### src/rtl/axi_uart_tx_slave_pkg.sv
// axi_uart_tx_slave_pkg: register map, STAT bits, AXI response codes and TX state encoding
package axi_uart_tx_slave_pkg;
  localparam logic [3:0] ADDR_RX = 4'h0;
  localparam logic [3:0] ADDR_TX = 4'h4;
  localparam logic [3:0] ADDR_STAT = 4'h8;
  localparam logic [3:0] ADDR_CTRL = 4'hC;
  localparam int STAT_RX_VALID = 0;
  localparam int STAT_RX_FULL = 1;
  localparam int STAT_TX_EMPTY = 2;
  localparam int STAT_TX_FULL = 3;
  localparam logic [1:0] RESP_OKAY = 2'b00;
  localparam logic [1:0] RESP_SLVERR = 2'b10;
  typedef enum logic [1:0] {IDLE, START, DATA, STOP} tx_state_t;
endpackage

### src/rtl/uart_tx.sv
// uart_tx: 8N1 serializer; takes one byte while idle and shifts it out LSB first
module uart_tx
  import axi_uart_tx_slave_pkg::*;
#(
  parameter int CLKS_PER_BIT = 868
) (
  input  logic       clk,
  input  logic       rst_n,
  input  logic [7:0] data,
  input  logic       valid,
  output logic       ready,
  output logic       tx
);
  localparam int CW = $clog2(CLKS_PER_BIT + 1);
  tx_state_t state, next;
  logic [CW-1:0] cnt;
  logic [2:0] idx;
  logic [7:0] sh;
  logic bit_done;
  assign bit_done = cnt == CW'(CLKS_PER_BIT - 1);
  always_ff @(posedge clk or negedge rst_n)
    if (!rst_n) begin
      state <= IDLE;
      cnt <= '0;
      idx <= '0;
      sh <= '0;
    end else begin
      state <= next;
      cnt <= (state == IDLE || bit_done) ? '0 : cnt + 1'b1;
      idx <= (state == DATA && bit_done) ? idx + 1'b1 : idx;
      sh <= (state == IDLE && valid) ? data : (state == DATA && bit_done) ? sh >> 1 : sh;
    end
  always_comb begin
    next = state;
    case (state)
      IDLE: next = valid ? START : IDLE;
      START: next = bit_done ? DATA : START;
      DATA: next = (bit_done && idx == 3'd7) ? STOP : DATA;
      STOP: next = bit_done ? IDLE : STOP;
      default: next = IDLE;
    endcase
  end
  always_comb begin
    ready = state == IDLE;
    tx = state == START ? 1'b0 : state == DATA ? sh[0] : 1'b1;
  end
endmodule

### src/rtl/axi_uart_tx_slave.sv
// axi_uart_tx_slave: AXI4-Lite UART transmitter with a TX FIFO feeding the uart_tx serializer
module axi_uart_tx_slave
  import axi_uart_tx_slave_pkg::*;
#(
  parameter int CLKS_PER_BIT = 868,
  parameter int FIFO_DEPTH = 16
) (
  input  logic        s_axi_aclk,
  input  logic        s_axi_aresetn,
  input  logic [3:0]  s_axi_awaddr,
  input  logic        s_axi_awvalid,
  output logic        s_axi_awready,
  input  logic [31:0] s_axi_wdata,
  input  logic [3:0]  s_axi_wstrb,
  input  logic        s_axi_wvalid,
  output logic        s_axi_wready,
  output logic [1:0]  s_axi_bresp,
  output logic        s_axi_bvalid,
  input  logic        s_axi_bready,
  input  logic [3:0]  s_axi_araddr,
  input  logic        s_axi_arvalid,
  output logic        s_axi_arready,
  output logic [31:0] s_axi_rdata,
  output logic [1:0]  s_axi_rresp,
  output logic        s_axi_rvalid,
  input  logic        s_axi_rready,
  output logic        tx
);
  localparam int AW = $clog2(FIFO_DEPTH);
  logic [7:0] mem [FIFO_DEPTH];
  logic [AW-1:0] wp, rp;
  logic [AW:0] count;
  logic [31:0] stat;
  logic full, empty, wr_acc, rd_acc, push, pop, clear, ready;
  logic unused;
  assign unused = ^{s_axi_wstrb, s_axi_wdata[31:8]};
  assign full = count == (AW+1)'(FIFO_DEPTH);
  assign empty = count == '0;
  // handshakes are gated by reset so the ready outputs drop the moment reset asserts
  assign wr_acc = s_axi_aresetn && s_axi_awvalid && s_axi_wvalid && !s_axi_bvalid;
  assign rd_acc = s_axi_aresetn && s_axi_arvalid && !s_axi_rvalid;
  assign push = wr_acc && s_axi_awaddr == ADDR_TX && !full;
  assign clear = wr_acc && s_axi_awaddr == ADDR_CTRL && s_axi_wdata[0];
  assign pop = ready && !empty;
  assign s_axi_awready = wr_acc;
  assign s_axi_wready = wr_acc;
  assign s_axi_arready = rd_acc;
  assign s_axi_rresp = RESP_OKAY;
  always_comb begin
    stat = '0;
    stat[STAT_TX_EMPTY] = empty;
    stat[STAT_TX_FULL] = full;
  end
  always_ff @(posedge s_axi_aclk or negedge s_axi_aresetn)
    if (!s_axi_aresetn) begin
      wp <= '0;
      rp <= '0;
      count <= '0;
    end else if (clear) begin
      wp <= '0;
      rp <= '0;
      count <= '0;
    end else begin
      wp <= push ? wp + 1'b1 : wp;
      rp <= pop ? rp + 1'b1 : rp;
      count <= count + (AW+1)'(push) - (AW+1)'(pop);
    end
  always_ff @(posedge s_axi_aclk)
    if (push) mem[wp] <= s_axi_wdata[7:0];
  always_ff @(posedge s_axi_aclk or negedge s_axi_aresetn)
    if (!s_axi_aresetn) begin
      s_axi_bvalid <= 1'b0;
      s_axi_bresp <= RESP_OKAY;
      s_axi_rvalid <= 1'b0;
      s_axi_rdata <= '0;
    end else begin
      if (wr_acc) begin
        s_axi_bvalid <= 1'b1;
        s_axi_bresp <= (s_axi_awaddr == ADDR_TX && full) ? RESP_SLVERR : RESP_OKAY;
      end else if (s_axi_bready) s_axi_bvalid <= 1'b0;
      if (rd_acc) begin
        s_axi_rvalid <= 1'b1;
        s_axi_rdata <= s_axi_araddr == ADDR_STAT ? stat : '0;
      end else if (s_axi_rready) s_axi_rvalid <= 1'b0;
    end
  uart_tx #(.CLKS_PER_BIT(CLKS_PER_BIT)) u_tx (
    .clk(s_axi_aclk),
    .rst_n(s_axi_aresetn),
    .data(mem[rp]),
    .valid(!empty),
    .ready(ready),
    .tx(tx)
  );
endmodule

### config.mk
export PLATFORM = sky130hd
export DESIGN_NAME = axi_uart_tx_slave
export DESIGN_NICKNAME = d
export VERILOG_FILES = /design/src/rtl/axi_uart_tx_slave_pkg.sv /design/src/rtl/uart_tx.sv /design/src/rtl/axi_uart_tx_slave.sv
export SDC_FILE = /design/constraint.sdc
export NUM_CORES = 1
export LEC_CHECK = 0
export CORE_MARGIN = 3
export CORE_UTILIZATION = 41
export CTS_CLUSTER_DIAMETER = 200
export DETAILED_ROUTE_END_ITERATION = 7
export RECOVER_POWER = 50
export SKIP_CTS_REPAIR_TIMING = 1
export SLEW_MARGIN = 20
export SYNTH_ARGS = -nofsm -noshare
export SYNTH_HDL_FRONTEND = slang
export SYNTH_SLANG_ARGS = --single-unit
### constraint.sdc
create_clock -name s_axi_aclk -period 5.9 [get_ports s_axi_aclk]
set_input_delay 0.59 -clock s_axi_aclk [delete_from_list [all_inputs] [get_ports s_axi_aclk]]
set_output_delay 0.59 -clock s_axi_aclk [all_outputs]
set_load 0.02 [all_outputs]
Yosys cells after proc, flatten, opt, wreduce, memory -nomap -nowiden
Memory sizes are Yosys's and may differ from the RTL's.
Cells that the tools add are included.
- flip-flop bits (word level): 72
- bits in writable memories: 128
- bits of input ports: 51
- output and inout bits: 42
- word-level logic and storage cells: 75
- memories kept: 1
- memory list (name ; depth ; bits a word ; read ports ; clocked after memory_dff ; wr ports ; RTL line ; source):
    mem ; 16 ; 8 ; 1 ; 0 ; 1 ; axi_uart_tx_slave.sv:30 ; logic [7:0] mem [FIFO_DEPTH];
- add/sub/neg operators: 6
- equal/unequal tests: 9
- muxes and demuxes: 23
- reduce and logical (&&, ||, !) cells: 25
- operator list (kind ; count):
    4-bit two-way mux ; 5
    8-bit two-way mux ; 2
    1-bit logical AND ; 13
    10-bit by 1-bit adder with 10-bit output, second input constant ; 1
    10-bit equality test, second input constant ; 1
    1-bit two-way mux ; 10
    10-bit two-way mux ; 1
    2-bit nonzero test ; 5
    4-bit by 1-bit adder with 4-bit output, second input constant ; 2
    4-bit equality test, second input constant ; 2
    2-bit one-hot mux with 4 select lines ; 1
    2-bit two-way mux ; 3
    5-bit by 1-bit adder with 5-bit output ; 1
    5-bit equality test, second input constant ; 1
    5-bit logical NOT ; 1
    5-bit two-way mux ; 1
    5-bit by 1-bit subtractor with 5-bit output ; 1
    2-bit equality test, second input constant ; 2
    4-bit by 3-bit equality test with 1-bit output, second input constant ; 1
    1-bit logical NOT ; 4
    3-bit by 1-bit adder with 3-bit output, second input constant ; 1
    3-bit equality test, second input constant ; 1
    2-bit by 1-bit equality test with 1-bit output, second input constant ; 1
    2-bit logical NOT ; 1
    1-bit logical OR ; 1

Depth between registers and ports, before layout
- word-level depth: 8
- depth in mapped cells: 16
- mapped depth without buffers: 14

Cells and area by module
A second synthesis with hierarchy kept.
- cell total of the unflattened synthesis: 497
- area, all modules: 7403.4 um^2
- modules (own cells, without submodules) (module ; times used ; cells each ; area an instance (um^2) ; seq. area each (um^2)):
    axi_uart_tx_slave ; 1 ; 397 ; 6281.0 ; 4294.1
    uart_tx ; 1 ; 100 ; 1122.3 ; 575.6

Worst setup path before layout
OpenSTA, ideal clock, no wires.
- path type: register to register
- start: register count[3]
- end: register count[4]
- setup time: 0.137 ns
- arrival: 2.907 ns
- data required time: 5.763 ns
- path slack: 2.856 ns
- cell stages (with the launch flop): 17
- buffers on the path: 2
- clock period less this slack: 3.044 ns
- cells stage by stage: dfrtp_1 > inv_1 > ha_1 > or4b_1 > buf_2 > nand2_1 > buf_2 > inv_1 > ha_1 > inv_1 > ha_1 > inv_1 > fa_1 > nor2b_1 > o21bai_1 > a21oi_1 > nor3b_1
- cells in the longest elaborated chain, start to end: 6
- elaborated cells between the ends (all ways): 9
- those cells by class: add/sub (2); eq/ne (1); mux (1); reduce/logical (5)
- ends and longest elaborated chain (what ; RTL line ; source):
    start: declaration ; axi_uart_tx_slave.sv:32 ; logic [AW:0] count;
    start signal: assignment ; axi_uart_tx_slave.sv:66 ; count <= count + (AW+1)'(push) - (AW+1)'(pop);
    5-bit equality test ; axi_uart_tx_slave.sv:37 ; assign full = count == (AW+1)'(FIFO_DEPTH);
    1-bit logical NOT ; axi_uart_tx_slave.sv:42 ; assign push = wr_acc && s_axi_awaddr == ADDR_TX && !full;
    1-bit logical AND ; axi_uart_tx_slave.sv:42 ;
    5-bit by 1-bit adder with 5-bit output ; axi_uart_tx_slave.sv:66 ;
    5-bit by 1-bit subtractor with 5-bit output * ; axi_uart_tx_slave.sv:66 ;
    5-bit two-way mux * ; axi_uart_tx_slave.sv:59 ; end else if (clear) begin
Every way passes the cells marked *; elsewhere a longest branch is shown, timed or not.
A chain may end at the register's enable or synchronous reset.

Final worst setup path
- start: register count[2]
- end: register count[4]
Same word-level chain as after synthesis.

==> metrics.cfg <==
[placed_design]
pre_cts_ws_ps=1920
io_buffers=31
place_inst=713
routabilityCongestion=0.745
place_area_sq_mm=0.00778
place_hpwl_microns=8840

[drt]
drtAntennaViolNets=0
vias_per_cell=5.18
drt_iter0_drc=210
wl_microns=13400
wl_per_cell_microns=17.9
first_pass_iters=5
vias=3857
drcViolationCount=0

[logic_synthesis]
synth_area_leaders=edfxtp_1 (52%), dfrtp_1 (14%), mux4_2 (10%)
netlist_area_sq_mm=0.00737
synth_seq_area_share_pct=66.1
async_flop_share_pct=24.3
ys.flop_type=edfxtp_1
yosys_warnings=0
post-synth-top-area-fraction_pct=52.2
synth_edf_count=128
synth.avg_cell_area_sq_um=15.6
synth_cell_types=50
synth_most_common_cell=edfxtp_1
synth_top_cell_by_area=edfxtp_1
synth_common_cells=edfxtp_1 (128), dfrtp_1 (41), buf_4 (34), mux4_2 (33), nor2_1 (27)
synth_seq_cells=169
synthesis.instances=471

[grt]
grt_pass1_vias=3830
grt_remaining_overflow=0
antenna_found_initial=0
grtUsageTotal_pct=14.5
grt_max_degree=44
grt_pass1_wl_microns=21600

[cts]
path_clk_slew_ps=60
worstSkewPairLatency_ps=430
cts_tree=done
clock_sinks=169
root_buffer=clkbuf_16
cts_max_level=4
cts_buffer_depth=2
numCtsBuffers=17

[run]
drv_cap=0

[status]
status=finished clean

[worst_setup_path]
cp_data_arrival_time_ps=3970
crit_fanout=17
critical_path.slowest_cell=or4b_1
cp-start-kind=flop
cpLargestDelayFamily=simple AND/OR/NAND/NOR gates
slowest_delay_ps=620
worst-path-buf-inv=4
path_cells=inv_1, ha_1, or4b_1, nand2_1, inv_1, ha_1, inv_1, ha_1, inv_1, fa_1, nor2b_1, o21bai_1, a21oi_1, nor3b_1
end_kind=flop
required_ps=6210
cpMostUsedCell=inv_1
worst-setup-path-type=flop to flop

[cells_and_area]
utilization_pct=48.2
fin_cells=745
syn2layout_area_growth_pct=14.0
drive_gt1_share_pct=16.0
fin_area_sq_mm=0.00840
final_nets=573
antenna_cells=0

[sta]
tightest_slew_ps=829
layout_setup_ws_ps=2240
final-setup-viol-count=0
holdWs_ps=228
skew_ps=9.68
setup_tns_ps=0
relSlewSlack_pct=44.6
fmax_mhz=273
fin_crit_sh_pct=62.0
drv_slew=0
fin_crit_ps=3660
hold_violations=0
rsz0062_at_grt=no

[pwr]
powerDensity_mw_per_mm2=317
leakage_nw=2.97
power_mw=2.67
peakVddDrop_mv=0.212

[floorplan]
rows=48
ios=93
die_x_microns=140
die_h_microns=140
start_util_pct=42.3
core-area_sq_mm=0.0174
die_area_sq_mm=0.0196

[hold_path]
hold_path_class=primary input to async pin

==> final cells by class <==
class | instances | area (sq um)
multi-input combinational | 258 | 2180
sequential | 169 | 4870
fill | 1488 | 9020
inverter | 22 | 82.6
clock inverter | 14 | 186
tap | 225 | 282
timing repair buffer | 39 | 365
clock buffer | 18 | 429
==> sequential cells by signal (all words and copies together) (netlist names) <==
name,count
s_axi_rvalid,1
mem,128
u_tx.state,2
s_axi_bvalid,1
u_tx.cnt,10
u_tx.idx,3
s_axi_rdata,2
count,5
u_tx.sh,8
s_axi_bresp,1
rp,4
wp,4
==> cells by family (layout without fill, tap and decap cells) <==
| family | after synthesis | count (layout) | synth area share (%) |
|---|---|---|---|
| muxes | 36 | 36 | 10.5 |
| buffers and inverters | 76 | 93 | 5.93 |
| AOI/OAI and AO/OA | 55 | 55 | 5.28 |
| other | 1 | 33 | 0.0509 |
| xor gates and xnor gates | 16 | 16 | 1.90 |
| DFF | 169 | 169 | 66.1 |
| and+or+nand+nor | 103 | 103 | 7.56 |
| adders and majority gates | 15 | 15 | 2.65 |
==> worst paths after layout <==
kind	endpoint	start	cells past startpoint	slack (ps)
min in group s_axi_aclk	u_tx.idx[0]	u_tx.idx[0]	1	480
worst min-delay path	u_tx.cnt[6]	s_axi_aresetn	2	230
max in group asynchronous	rp[0]	s_axi_aresetn	2	5260
worst max-delay path	count[4]	count[2]	14	2240
worst min register to register	u_tx.idx[0]	u_tx.idx[0]	1	480
worst max register to register	count[4]	count[2]	14	2240
==> power by group <==
| part | switching, mW | internal (mW) |
|---|---|---|
| registers | 0.0234 | 1.31 |
| clock network | 0.467 | 0.677 |
| logic | 0.112 | 0.0810 |
| total | 0.602 | 2.06 |
==> metal layers <==
layer / part of all wire [%] / global-route usage, % / wire length (microns)
met1: 43 / 19.3 / 5810
met2: 50 / 23.2 / 6720
met3: 4.2 / 3.11 / 567
met4: 2.0 / 6.22 / 273
met5: 0 / 0 / 0
==> cell usage in the layout, fill, tap and decap left out, types with 4 or more instances in the layout <==
master           synthesis  final
edfxtp_1               128    128
xnor2_1                  9      9
a31oi_1                  6      6
a21o_1                   8      8
nor3_1                   4      4
nor2b_1                  5      5
o21ai_0                  6      6
conb_1                   1     33
nand3_1                 12     12
and2_1                  11     11
clkdlybuf4s50_1          0     22
mux4_2                  33     33
dfrtp_1                 41     40
clkbuf_16                0     17
inv_1                   22     22
a22oi_1                 14     14
nor4_1                   6      6
nand2_1                 20     20
nor2_1                  27     27
xor2_1                   7      7
a21oi_1                 14     14
buf_4                   34      8
dlygate4sd3_1            0      8
ha_1                    14     14
No activity file was read; power rests on OpenSTA's default activity.
